`src/rtl/vga_sprite_display.sv`:
```
// vga_sprite_display: overlays one monochrome ROM sprite on the VGA pixel stream with a 2-stage RGB/sync pipeline.
// Optional horizontal mirroring is built when SPRITE_MIRROR_EN is defined.
module vga_sprite_display #(
    parameter int HPOS_WIDTH = 10,
    parameter int VPOS_WIDTH = 10,
    parameter int H_DISPLAY  = 640,
    parameter int H_MAX      = 799,
    parameter int V_DISPLAY  = 480,
    parameter int V_MAX      = 524,
    parameter int SPRITE_W   = 16,
    parameter int SPRITE_H   = 16,
    parameter int ROW_AW     = 4,
    parameter int RGB_WIDTH  = 3
) (
    input  logic                  clk,
    input  logic                  reset_n,
    input  logic                  enable,
    input  logic [HPOS_WIDTH-1:0] hpos,
    input  logic [VPOS_WIDTH-1:0] vpos,
    input  logic                  display_on,
    input  logic                  hsync,
    input  logic                  vsync,
    input  logic [HPOS_WIDTH-1:0] sprite_x,
    input  logic [VPOS_WIDTH-1:0] sprite_y,
    input  logic [RGB_WIDTH-1:0]  fg_rgb,
    input  logic [RGB_WIDTH-1:0]  bg_rgb,
`ifdef SPRITE_MIRROR_EN
    input  logic                  mirror,
`endif
    output logic                  rom_rd,
    output logic [ROW_AW-1:0]     rom_addr,
    input  logic [SPRITE_W-1:0]   rom_data,
    output logic [RGB_WIDTH-1:0]  rgb,
    output logic                  hsync_o,
    output logic                  vsync_o,
    output logic                  display_on_o
);
    localparam int COL_W = (SPRITE_W > 1) ? $clog2(SPRITE_W) : 1;

    typedef enum logic [2:0] {IDLE, FETCH, CAPTURE, ARMED, DRAW} state_t;

    state_t                r_state, w_next;
    logic [HPOS_WIDTH-1:0] r_x_lat;
    logic [VPOS_WIDTH-1:0] r_y_lat;
    logic [SPRITE_W-1:0]   r_row_buf;
    logic [COL_W-1:0]      r_col, w_col_next, w_pix_col;
    logic                  r_hit1, r_disp1, r_hs1, r_vs1;
    logic [VPOS_WIDTH-1:0] w_tl, w_ly;
    logic                  w_in_range, w_trigger, w_start, w_latch, w_bit, w_hit, w_mir;

`ifdef SPRITE_MIRROR_EN
    logic r_mirror;
    assign w_mir = r_mirror;
`else
    assign w_mir = 1'b0;
`endif

    assign w_tl       = (vpos == VPOS_WIDTH'(V_MAX)) ? '0 : vpos + 1'b1;
    assign w_ly       = w_tl - r_y_lat;
    assign w_in_range = (w_tl >= r_y_lat) && (w_ly < VPOS_WIDTH'(SPRITE_H));
    assign w_trigger  = enable && (hpos == HPOS_WIDTH'(H_DISPLAY));
    assign w_latch    = enable && (vpos == VPOS_WIDTH'(V_DISPLAY)) && (hpos == '0);
    assign w_start    = (r_state == ARMED) && enable && (hpos == r_x_lat) && (hpos < HPOS_WIDTH'(H_DISPLAY));
    // The start pixel is column 0 itself, so the sprite's left edge lands exactly on x_lat.
    assign w_pix_col  = (r_state == DRAW) ? r_col : '0;
    assign w_bit      = w_mir ? r_row_buf[w_pix_col] : r_row_buf[COL_W'(SPRITE_W-1) - w_pix_col];
    assign w_hit      = ((r_state == DRAW) || w_start) && w_bit;
    assign rom_rd     = (r_state == FETCH);

    always_comb begin
        w_next     = r_state;
        w_col_next = r_col;
        case (r_state)
            FETCH:   w_next = CAPTURE;
            CAPTURE: w_next = ARMED;
            ARMED: if (w_start) begin
                w_next     = DRAW;
                w_col_next = COL_W'(1);
            end
            DRAW: if (enable) begin
                w_col_next = r_col + 1'b1;
                if (r_col == COL_W'(SPRITE_W-1)) w_next = IDLE;
            end
            default: ;
        endcase
        // The fetch trigger overrides everything, clipping a sprite still drawing at the right edge.
        if (w_trigger) w_next = w_in_range ? FETCH : IDLE;
    end

    always_ff @(posedge clk or negedge reset_n) begin
        if (!reset_n) begin
            r_state      <= IDLE;
            r_col        <= '0;
            r_x_lat      <= '0;
            r_y_lat      <= '0;
            r_row_buf    <= '0;
            rom_addr     <= '0;
            r_hit1       <= 1'b0;
            r_disp1      <= 1'b0;
            r_hs1        <= 1'b0;
            r_vs1        <= 1'b0;
            rgb          <= '0;
            hsync_o      <= 1'b0;
            vsync_o      <= 1'b0;
            display_on_o <= 1'b0;
`ifdef SPRITE_MIRROR_EN
            r_mirror     <= 1'b0;
`endif
        end else begin
            r_state <= w_next;
            r_col   <= w_col_next;
            if (w_trigger && w_in_range) rom_addr <= w_ly[ROW_AW-1:0];
            if (r_state == CAPTURE) r_row_buf <= rom_data;
            if (w_latch) begin
                r_x_lat  <= sprite_x;
                r_y_lat  <= sprite_y;
`ifdef SPRITE_MIRROR_EN
                r_mirror <= mirror;
`endif
            end
            if (enable) begin
                r_hit1       <= w_hit;
                r_disp1      <= display_on;
                r_hs1        <= hsync;
                r_vs1        <= vsync;
                rgb          <= !r_disp1 ? '0 : (r_hit1 ? fg_rgb : bg_rgb);
                hsync_o      <= r_hs1;
                vsync_o      <= r_vs1;
                display_on_o <= r_disp1;
            end
        end
    end
endmodule

```
`config.mk`:
```
export PLATFORM = sky130hd
export DESIGN_NAME = vga_sprite_display
export DESIGN_NICKNAME = d
export VERILOG_FILES = /design/src/rtl/vga_sprite_display.sv
export SDC_FILE = /design/constraint.sdc
export NUM_CORES = 1
export LEC_CHECK = 0
export CORE_MARGIN = 8
export CORE_UTILIZATION = 45
export DETAILED_ROUTE_END_ITERATION = 8
export GPL_ROUTABILITY_DRIVEN = 0
export PLACE_DENSITY = 0.76
export REMOVE_ABC_BUFFERS = 1
export SYNTH_ARGS = -nofsm -noshare
export SYNTH_HDL_FRONTEND = slang
export SYNTH_SLANG_ARGS = --single-unit
```
`constraint.sdc`:
```
create_clock -name clk -period 3.4 [get_ports clk]
set_clock_uncertainty 0.1 [all_clocks]
set_input_delay 0.51 -clock clk [delete_from_list [all_inputs] [get_ports clk]]
set_output_delay 0.51 -clock clk [all_outputs]
set_load 0.02 [all_outputs]
```
==> metrics.txt, run 1 <==
outcome=finished clean; fmax=302 MHz; vias in the first global route=3,315; Cell variety after synth=54; DR iter-0 viols=104; Root Buffer=clkbuf_8; Site Rows=31; DRT Pass-1 Iters=5; gr usage total=18.7%; delay of the slowest cell on the worst path=0.38 ns; worst skew pair latency=0.33 ns; sequential area share after synthesis=42.3%; # H-tree levels=3; period utilisation layout=97.5%; Slew headroom=41.9%; mux contribution to synthesized area=14.8%; # port buffers=78; pin count of the biggest net entering global routing=39; worst r2r src=r_y_lat[0]; initial antenna violation count=0; post-route minimum period=3.31 ns; cells on worst reg2reg path=10; mapped cell area=0.00337 mm²; antenna-violating nets left=0; syn avg cell area=10.2 µm²; RSZ-0062 raised after global routing=true; Worst-Margin Slew=0.871 ns; Crit Path Max Fanout=5; share of cells above drive strength 1=30.6%; I/O pin cnt=79; Compound-Gate Fraction of Synth Area=11.7%; CP Class=input port to flip-flop; crit-path cells=buf_6 > inv_4 > ha_4 > nor2b_4 > nand4_1 > nor4b_4 > or2_4 > ha_4 > inv_2 > fa_2 > a21o_1 > a21oi_4 > xnor2_2 > nor4_4 > nand4_4 > mux2_4; maximum clock insertion buffer count=2; diode count=0; Post-route DRC=0; CP delay by family, top=simple AND/OR/NAND/NOR gates; DR vias/cell=5.34; simple-gate share of the synthesized area=15.8%; via count=2,990; die area=0.0105 mm²; Final nets=539; Yosys Warn Count=0; most frequent cells after synthesis=dfrtp_1 (57), mux2_2 (36), inv_1 (25); dpl hpwl=6.82 mm; Die X-Extent=103 µm; slowest CP cell=fa_2; Max Slew Vio Count=0; Fillers=553; fin util=69.2%; Synth Instances=330; number of max-cap violations=0; Reg-to-Reg End=rom_addr[1]; P_leak=0.00222 µW; clock sink count=57; Synth Area in Adders=5.42%; Starting Density=46.5%; largest family of logic cells by synthesized area=simple AND/OR/NAND/NOR gates; Worst R2R Setup Slack=0.82 ns; design area=0.00502 mm²; Power Density=349 mW/mm²; top cells by area, synth=dfrtp_1 (42%), mux2_2 (12%), ha_1 (4.8%), xnor2_1 (3.4%), inv_1 (2.8%); total grt overflow=0; Synth Area in XOR/XNOR=5.45%; Area Growth Syn to Fin=48.7%; cts bufs inserted=9; final setup vio count=0; top_reg_cell synth=dfrtp_1; CP Buf/Inv Count=3; first-pass GRT wire length=15.5 mm; core area=0.00725 mm²; top-area cell type share of the netlist area=42.3%; CTS tree=built; critical path data arrival time=3.43 ns; die height=103 µm; Post-synth EDFFs=0; Reg clk slew, reported paths=0.07 ns; Critical Path End Type=flip-flop; post-synthesis register bit count=57; Final Hold Fails=0; area leader, netlist=dfrtp_1; final WL=9.34 mm; Top cell by count, worst path=ha_4; element type at the critical path start=input port; ys async rst share=100%; Worst VDD drop=289 µV; required time of the critical path=3.52 ns; Placement Cell Area=0.00459 mm²; WP depth=16; Tightest Hold Check Type=input port to asynchronous set/reset pin; routed len/inst=16.7 µm; most common cell in the netlist=dfrtp_1
==> worst reg2reg max path: stages (launching register included) <==
cell      delay, ns
dfrtp_1        0.42
ha_4           0.18
inv_2          0.05
fa_2           0.24
a21o_1         0.17
a21oi_4        0.08
buf_4          0.13
o2111a_1       0.27
nor4_4         0.31
nand4_4        0.19
mux2_4         0.33
==> worst max path at each step <==
| stage | startpoint | to | slack (ns) |
|---|---|---|---|
| detailed placement | vpos[1] | rom_addr[1] | -0.73 |
| floorplan | vpos[0] | rom_addr[1] | -0.38 |
| global route | vpos[0] | rom_addr[3] | -0.01 |
| global placement | vpos[0] | rom_addr[1] | -0.60 |
| CTS | vpos[0] | rom_addr[1] | 0.000006 |
| finish | vpos[0] | rom_addr[1] | 0.09 |
==> metal layers <==
layer	vias up	GRT usage, %	wire length (µm)
li1	1446	-	-
met1	1448	20.5	3780
met2	76	32.9	4830
met3	20	4.66	486
met4	0	9.48	241
met5	-	0	0
==> metrics by stage <==
step / hold slack [ns] / power, µW / setup WS, ns / setup TNS, ns / instances
floorplan: 0.114 / 922 / -0.385 / -4.73 / 316
global placement: 0.384 / 1100 / -0.595 / -2.85 / 543
detailed placement: 0.394 / 1110 / -0.726 / -3.49 / 543
CTS: 0.214 / 1760 / 0.00000555 / 0 / 560
global route: 0.256 / 1830 / -0.0133 / -0.0351 / 560
finish: 0.193 / 1750 / 0.0850 / 0 / 560
==> cells by family (layout without fill, tap and decap cells) <==
logic type,after synthesis,count (layout)
and+or+nand+nor,96,96
xor gates and xnor gates,21,21
muxes,44,44
adders and majority gates,14,14
AOI/OAI and AO/OA,59,59
DFF,57,57
buffers and inverters,39,170
==> final cells by class <==
class | count | area (µm²) | share of cell area, %
Sequential cell | 57 | 1430 | 28.4
Multi-Input combinational cell | 234 | 2000 | 39.9
Inverter | 25 | 98.8 | 1.97
Clock inverter | 5 | 56.3 | 1.12
Timing Repair Buffer | 130 | 1170 | 23.3
Clock buffer | 10 | 138 | 2.74
Tap cell | 99 | 124 | 2.47
==> where the power goes <==
part	total (µW)	internal [µW]	leakage (µW)	switching [µW]
Sequential	763	732	0.000677	31.1
Combinational	362	212	0.00144	150
Clock	628	353	0.0000981	276
==> sequential cells by signal, indices dropped and copies added (netlist names) <==
name and flops:
r_row_buf 16, display_on_o 1, r_x_lat 10, r_state 3, r_disp1 1, r_y_lat 10, r_vs1 1, hsync_o 1
r_hs1 1, rgb 3, r_col 4, vsync_o 1, r_hit1 1, rom_addr 4
==> layout by cell type (no fill, tap or decap), types with 3 or more instances in the layout <==
cell              n
nand4_1          10
a21oi_2           4
nor4_1            3
mux2_4            3
clkdlybuf4s50_1  70
a21oi_1           8
o22ai_1           5
buf_4            52
mux2_2           33
o21ai_0          13
mux2i_1           7
a311oi_1          3
ha_4              4
ha_1              9
nand2b_1          3
inv_1            22
nand2_1          22
nor2b_1           6
nor2_1           18
xnor2_1          12
nor4_4            4
xor2_1            8
clkbuf_8         10
nor3_1            5
dfrtp_1          57
nand3_1           6
==> timing repair <==
item | 4_1_cts | 5_1_grt
resized for setup | 39 | 18
endpoints found under the hold margin | 0 | 0
pin swaps | 14 | 11
setup endpoints to repair | 5 | 5
hold buffers | 0 | 0
buffers inserted | 2 | 0
gates cloned | 0 | 0
No activity file was read; power rests on OpenSTA's default activity.
==> run 2, diff against run 1 <==
clock period = 3.67 ns   (was 3.4 ns; I/O delays follow)
==> run 2 against run 1 <==
Against the previous run:
- global-route usage down 0.97 points
- combinational power down 9.7%
- highest routed layer unchanged
- first-iteration DRC count rose by 7.7%
- hold slack improved by 0.089 ns
- via count down 1.2%
- die area unchanged
- power down 6.1%
- cell count is 1.3% lower
- sequential power decreased by 7.3%
- worst setup slack improved by 0.032 ns
==> metrics.txt, run 2 (same netlist as run 1, synthesis figures left out) <==
Tightest Hold Check Type=input port to asynchronous set/reset pin; most common cell after layout, fill and taps aside=clkdlybuf4s50_1; Net Sw Frac=25.8% (-0.28 points); most frequent cells in the layout=clkdlybuf4s50_1 (75), dfrtp_1 (57), buf_4 (43); CTS Hold Bufs=0 (unchanged); DR vias/cell=5.34 (about the same); Root Buffer=clkbuf_8; Setup WS post-layout=0.117 ns (+0.0321 ns); Final Hold Fails=0 (unchanged); Seq pwr share=43.0% (-0.5 points); TNS Setup=0 ns (unchanged); Reg area=0.00143 mm² (unchanged); worst skew pair latency=0.34 ns (about the same); Worst VDD drop=244 µV (-16%); hold_ws=0.282 ns (+0.0890 ns); fmax=281 MHz; final WL=9.06 mm (-3.0%); CP Buf/Inv Count=2 (-1); Placement Cell Area=0.00453 mm² (-1.3%); # H-tree levels=3 (unchanged); diode count=0 (unchanged); first-pass GRT wire length=14.7 mm (-4.9%); top flop regs=r_row_buf (16), r_x_lat (10), r_y_lat (10); DR iter-0 viols=112 (+7.7%); CP delay by family, top=compound AO/OA/AOI/OAI gates; total grt overflow=0 (unchanged); via count=2,954 (-1.2%); gr usage total=17.8% (-0.97 points); period utilisation layout=96.8%; Combinational Power Share=19.8% (-0.8 points); P_leak=0.00216 µW (-2.3%); DRT Pass-1 Iters=4 (-1); die height=103 µm (unchanged); Post-route DRC=0 (unchanged); Reg clk slew, reported paths=0.07 ns (about the same); required time of the critical path=3.79 ns (+0.27 ns); Site Rows=31 (unchanged); routed len/inst=16.4 µm (-1.8%); Area Growth Syn to Fin=45.9%; Placed Cells=535 (-1.5%); antenna-violating nets left=0 (unchanged); Fillers=572 (+3.4%); Final Non-Filler Cells=553 (-1.3%); Psw=424 µW (-7.1%); footprint of the multi-input gates=0.00196 mm² (-2.2%); slowest CP cell=clkdlybuf4s50_1; die area=0.0105 mm² (unchanged); Pint=1220 µW (-5.7%); clock sink count=57 (unchanged); element type at the critical path start=input port; delay of the slowest cell on the worst path=0.53 ns (+0.15 ns); Slew headroom=34.8% (-7.1 points); number of max-cap violations=0 (unchanged); pin count of the biggest net entering global routing=45 (+15%); post-route minimum period=3.55 ns; Critical Path End Type=flip-flop; CP Class=input port to flip-flop; vias in the first global route=3,144 (-5.2%); Max Slew Vio Count=0 (unchanged); Crit Path Max Fanout=5 (unchanged); share of cells above drive strength 1=28.0% (-2.6 points); final setup vio count=0 (unchanged); Final nets=531 (-1.5%); # port buffers=78 (unchanged); Power Density=334 mW/mm² (-4.3%); design area=0.00492 mm² (-1.9%); max reg flops=16 (unchanged); Worst-Margin Slew=0.978 ns (+0.107 ns); initial antenna violation count=0 (unchanged); clock power share=37.2% (+1.4 points); core area=0.00725 mm² (unchanged); I/O pin cnt=79 (unchanged); Starting Density=46.5% (unchanged); outcome=finished clean; Die X-Extent=103 µm (unchanged); CTS tree=built; dpl hpwl=6.74 mm (-1.1%); cts bufs inserted=9 (unchanged); critical path data arrival time=3.67 ns (+0.24 ns); maximum clock insertion buffer count=2 (unchanged); crit-path cells=clkdlybuf4s50_1 > buf_4 > and3_1 > nand3_2 > nor2_1 > xor2_1 > ha_1 > a2111oi_1 > o21ai_1 > a21oi_1 > nor4_4 > nand4_4 > mux2_2; pre-CTS setup slack=-0.455 ns (+0.271 ns); Largest Register=r_row_buf
==> run 2: area by class of cell <==
| type | count | share of cell area, % |
|---|---|---|
| inverters | 25 | 1.91 |
| clock inverters | 4 | 1.04 |
| multi-input cells | 234 | 39.8 |
| well taps | 99 | 2.52 |
| clock buffers | 12 | 3.15 |
| flip-flops and latches | 57 | 29.0 |
| repair buffers | 122 | 22.6 |
==> run 2: power groups by stage <==
| stage | sequential (µW) | clock [µW] | combinational (µW) |
|---|---|---|---|
| 6_report | 707 | 612 | 327 |
| 5_1_grt | 713 | 655 | 353 |
| 3_5_place_dp | 718 | 0 | 307 |
| 2_1_floorplan | 719 | 0 | 135 |
| 3_3_place_gp | 716 | 0 | 299 |
| 4_1_cts | 707 | 629 | 317 |
==> run 2: routing by layer <==
metal  GRT usage (%)  wire, µm  vias up
li1                -         -     1429
met4            9.14       216        0
met5               0         0        -
met3            4.86       478       19
met2            28.8      4520       80
met1            21.1      3850     1426
==> run 2: path summary, 6_finish.rpt <==
kind                       depth (start not counted)  slack [ns]      endpoint         start
min in group clk                                   1        0.41  r_row_buf[6]  r_row_buf[6]
min reg2reg                                        1        0.41  r_row_buf[6]  r_row_buf[6]
max in group asynchronous                          2        2.43    r_x_lat[9]       reset_n
min                                                1        0.28    r_y_lat[7]       reset_n
max reg2reg                                        9        1.11   rom_addr[3]    r_y_lat[0]
max                                               13        0.12   rom_addr[1]       vpos[4]
==> run 2: metrics by stage <==
stage / utilization, % / total power, µW
floorplan: - / 854
global placement: 62.5 / 1010
detailed placement: 62.5 / 1030
CTS: 66.3 / 1650
global route: 67.9 / 1720
finish: 67.9 / 1650
==> run 2: repair_timing <==
item,CTS,global route
setup buffers,1,1
endpoints found under the setup margin,5,5
pin swaps,3,12
resized for setup,11,23
==> run 3, diff against run 2 <==
CELL_PAD_IN_SITES_DETAIL_PLACEMENT = 1   (was not set)
CELL_PAD_IN_SITES_GLOBAL_PLACEMENT = 1   (was not set)
CORE_UTILIZATION = 39   (was 45)
CTS_CLUSTER_DIAMETER = 60   (was not set)
PLACE_DENSITY = 0.84   (was 0.76)
==> run 3 against run 2 <==
Against the previous run:
- highest routed layer unchanged
- design area grew 0.81%
- die area increased by 13%
- largest cell class unchanged
- cell count rose by 2.9%
- largest power group unchanged
- register-to-register slack worse by 0.18 ns
- power rose by 2.4%
- via count increased by 7.1%
==> metrics.txt, run 3 (same netlist as run 1, synthesis figures left out) <==
final setup vio count=0 (unchanged); Power Density=339 mW/mm² (+1.5%); pin count of the biggest net entering global routing=35 (-22%); die height=109 µm (+6.3%); CP Class=input port to flip-flop; design area=0.00496 mm² (+0.81%); element type at the critical path start=input port; Starting Density=39.4% (-7.1 points); cells on worst reg2reg path=10 (+1); via count=3,164 (+7.1%); outcome=finished clean; Slew headroom=62.1% (+27 points); Site Rows=34 (+9.7%); Worst VDD drop=243 µV (-0.63%); DR iter-0 viols=57 (-49%); cts bufs inserted=9 (unchanged); Tightest Hold Check Type=input port to asynchronous set/reset pin; fmax=274 MHz (-2.7%); crit-path cells=clkdlybuf4s50_1 > nand4_1 > nor4b_4 > or2_4 > ha_4 > inv_2 > fa_2 > a21o_1 > a21oi_2 > buf_4 > xnor2_4 > nor4_4 > nand4_4 > mux2_4; Crit Path Max Fanout=4 (-1); core area=0.00855 mm² (+18%); Psw=441 µW (+3.8%); Placement Cell Area=0.00456 mm² (+0.58%); maximum clock insertion buffer count=2 (unchanged); Setup WS post-layout=0.0188 ns (-0.0983 ns); DRT Pass-1 Iters=4 (unchanged); Largest Register=r_row_buf; dpl hpwl=7.98 mm (+18%); Area Growth Syn to Fin=47.1%; Seq pwr share=42.0% (-1.0 points); max reg flops=16 (unchanged); P_leak=0.00220 µW (+1.9%); TNS Setup=0 ns (unchanged); clock power share=37.4% (+0.2 points); Worst R2R Setup Slack=0.93 ns (-0.18 ns); Pint=1240 µW (+1.8%); first-pass GRT wire length=17.7 mm (+20%); critical path data arrival time=3.78 ns (+0.11 ns); Root Buffer=clkbuf_8; post-route minimum period=3.65 ns (+0.0983 ns); Worst-Margin Slew=0.568 ns (-0.410 ns); Max Slew Vio Count=0 (unchanged); share of cells above drive strength 1=28.9% (+0.88 points); period utilisation layout=99.5% (+2.7 points); CTS tree=built; required time of the critical path=3.80 ns (about the same); vias in the first global route=3,517 (+12%); slowest CP cell=clkdlybuf4s50_1; most common cell after layout, fill and taps aside=clkdlybuf4s50_1; Reg clk slew, reported paths=0.08 ns (about the same); I/O pin cnt=79 (unchanged); # H-tree levels=3 (unchanged); antenna-violating nets left=0 (unchanged); worst skew pair latency=0.34 ns (about the same); # port buffers=78 (unchanged); Net Sw Frac=26.2% (+0.37 points); Final Hold Fails=0 (unchanged); Critical Path End Type=flip-flop; Combinational Power Share=20.6% (+0.8 points); diode count=0 (unchanged); total grt overflow=0 (unchanged); routed len/inst=20.5 µm (+25%); Post-route DRC=0 (unchanged); pre-CTS setup slack=-0.685 ns (-0.230 ns); DR vias/cell=5.56 (+4.1%); Reg-to-Reg End=rom_addr[1]; delay of the slowest cell on the worst path=0.49 ns (-0.04 ns); worst r2r src=r_y_lat[0]; Die X-Extent=109 µm (+6.3%); top flop regs=r_row_buf (16), r_x_lat (10), r_y_lat (10); gr usage total=19.0% (+1.3 points); number of max-cap violations=0 (unchanged); clock sink count=57 (unchanged); Final nets=538 (+1.3%); die area=0.0119 mm² (+13%); most frequent cells in the layout=clkdlybuf4s50_1 (72), dfrtp_1 (57), buf_4 (50); final WL=11.7 mm (+29%); initial antenna violation count=0 (unchanged)
run 3: changes by cell type in the layout (fill, tap and decap cells not counted), sizes merged:
| cell | before | now |
|---|---|---|
| clkinv | 2 | 1 |
| clkbuf | 12 | 16 |
| dlymetal6s2s | 2 | 3 |
| buf | 45 | 52 |
| clkinvlp | 1 | 0 |
| clkdlybuf4s50 | 75 | 72 |
run 3: timing repair:
action / CTS / global route
pin swaps: 8 / 12
endpoints found under the setup margin: 5 / 5
buffers inserted: 2 / 5
resized for setup: 18 / 21
hold buffers: 0 / 0
run 3: critical path: cells and delay by family:
kind | cells | cell delay (ns)
compound gates | 2 | 0.40
xor+xnor | 1 | 0.07
fa+ha+maj | 2 | 0.55
buf+inv | 3 | 0.70
mux | 1 | 0.32
simple gates | 5 | 1.17
run 3: worst max path at each step:
| stage | startpoint | endpoint | cells past startpoint |
|---|---|---|---|
| after detailed placement | vpos[0] | rom_addr[1] | 16 |
| after global routing | vpos[2] | rom_addr[1] | 14 |
| after global placement | vpos[0] | rom_addr[2] | 16 |
| final | vpos[2] | rom_addr[1] | 14 |
| after CTS | vpos[4] | rom_addr[1] | 15 |
| after floorplan | vpos[0] | rom_addr[1] | 15 |
run 3: metrics by stage:
stage | power [µW] | instances | utilization [%] | hold WS (ns)
floorplan | 854 | 316 | - | 0.155
global placement | 1020 | 546 | 53.3 | 0.384
detailed placement | 1040 | 546 | 53.3 | 0.395
CTS | 1680 | 564 | 56.8 | 0.111
global route | 1750 | 569 | 58.0 | 0.141
finish | 1680 | 569 | 58.0 | 0.0955
run 3: layer usage:
metal / GRT usage, % / routed length [µm]
met2: 35.9 / 6500
met5: 0 / 0
met4: 8.80 / 347
met1: 19.6 / 4260
met3: 3.96 / 542
run 3: power by group through the flow:
stage	Combinational (µW)	Clock, µW	Sequential (µW)
floorplan	135	0	719
global placement	302	0	716
detailed placement	316	0	720
CTS	330	639	708
global route	373	659	714
finish	347	629	708
run 3: area by class of cell:
type / count / area [µm²]
inverters: 25 / 93.8
clock inverters: 2 / 35.0
multi-input cells: 234 / 1940
clock buffers: 14 / 173
fillers: 937 / 3590
flip-flops and latches: 57 / 1430
repair buffers: 129 / 1160
well taps: 108 / 135
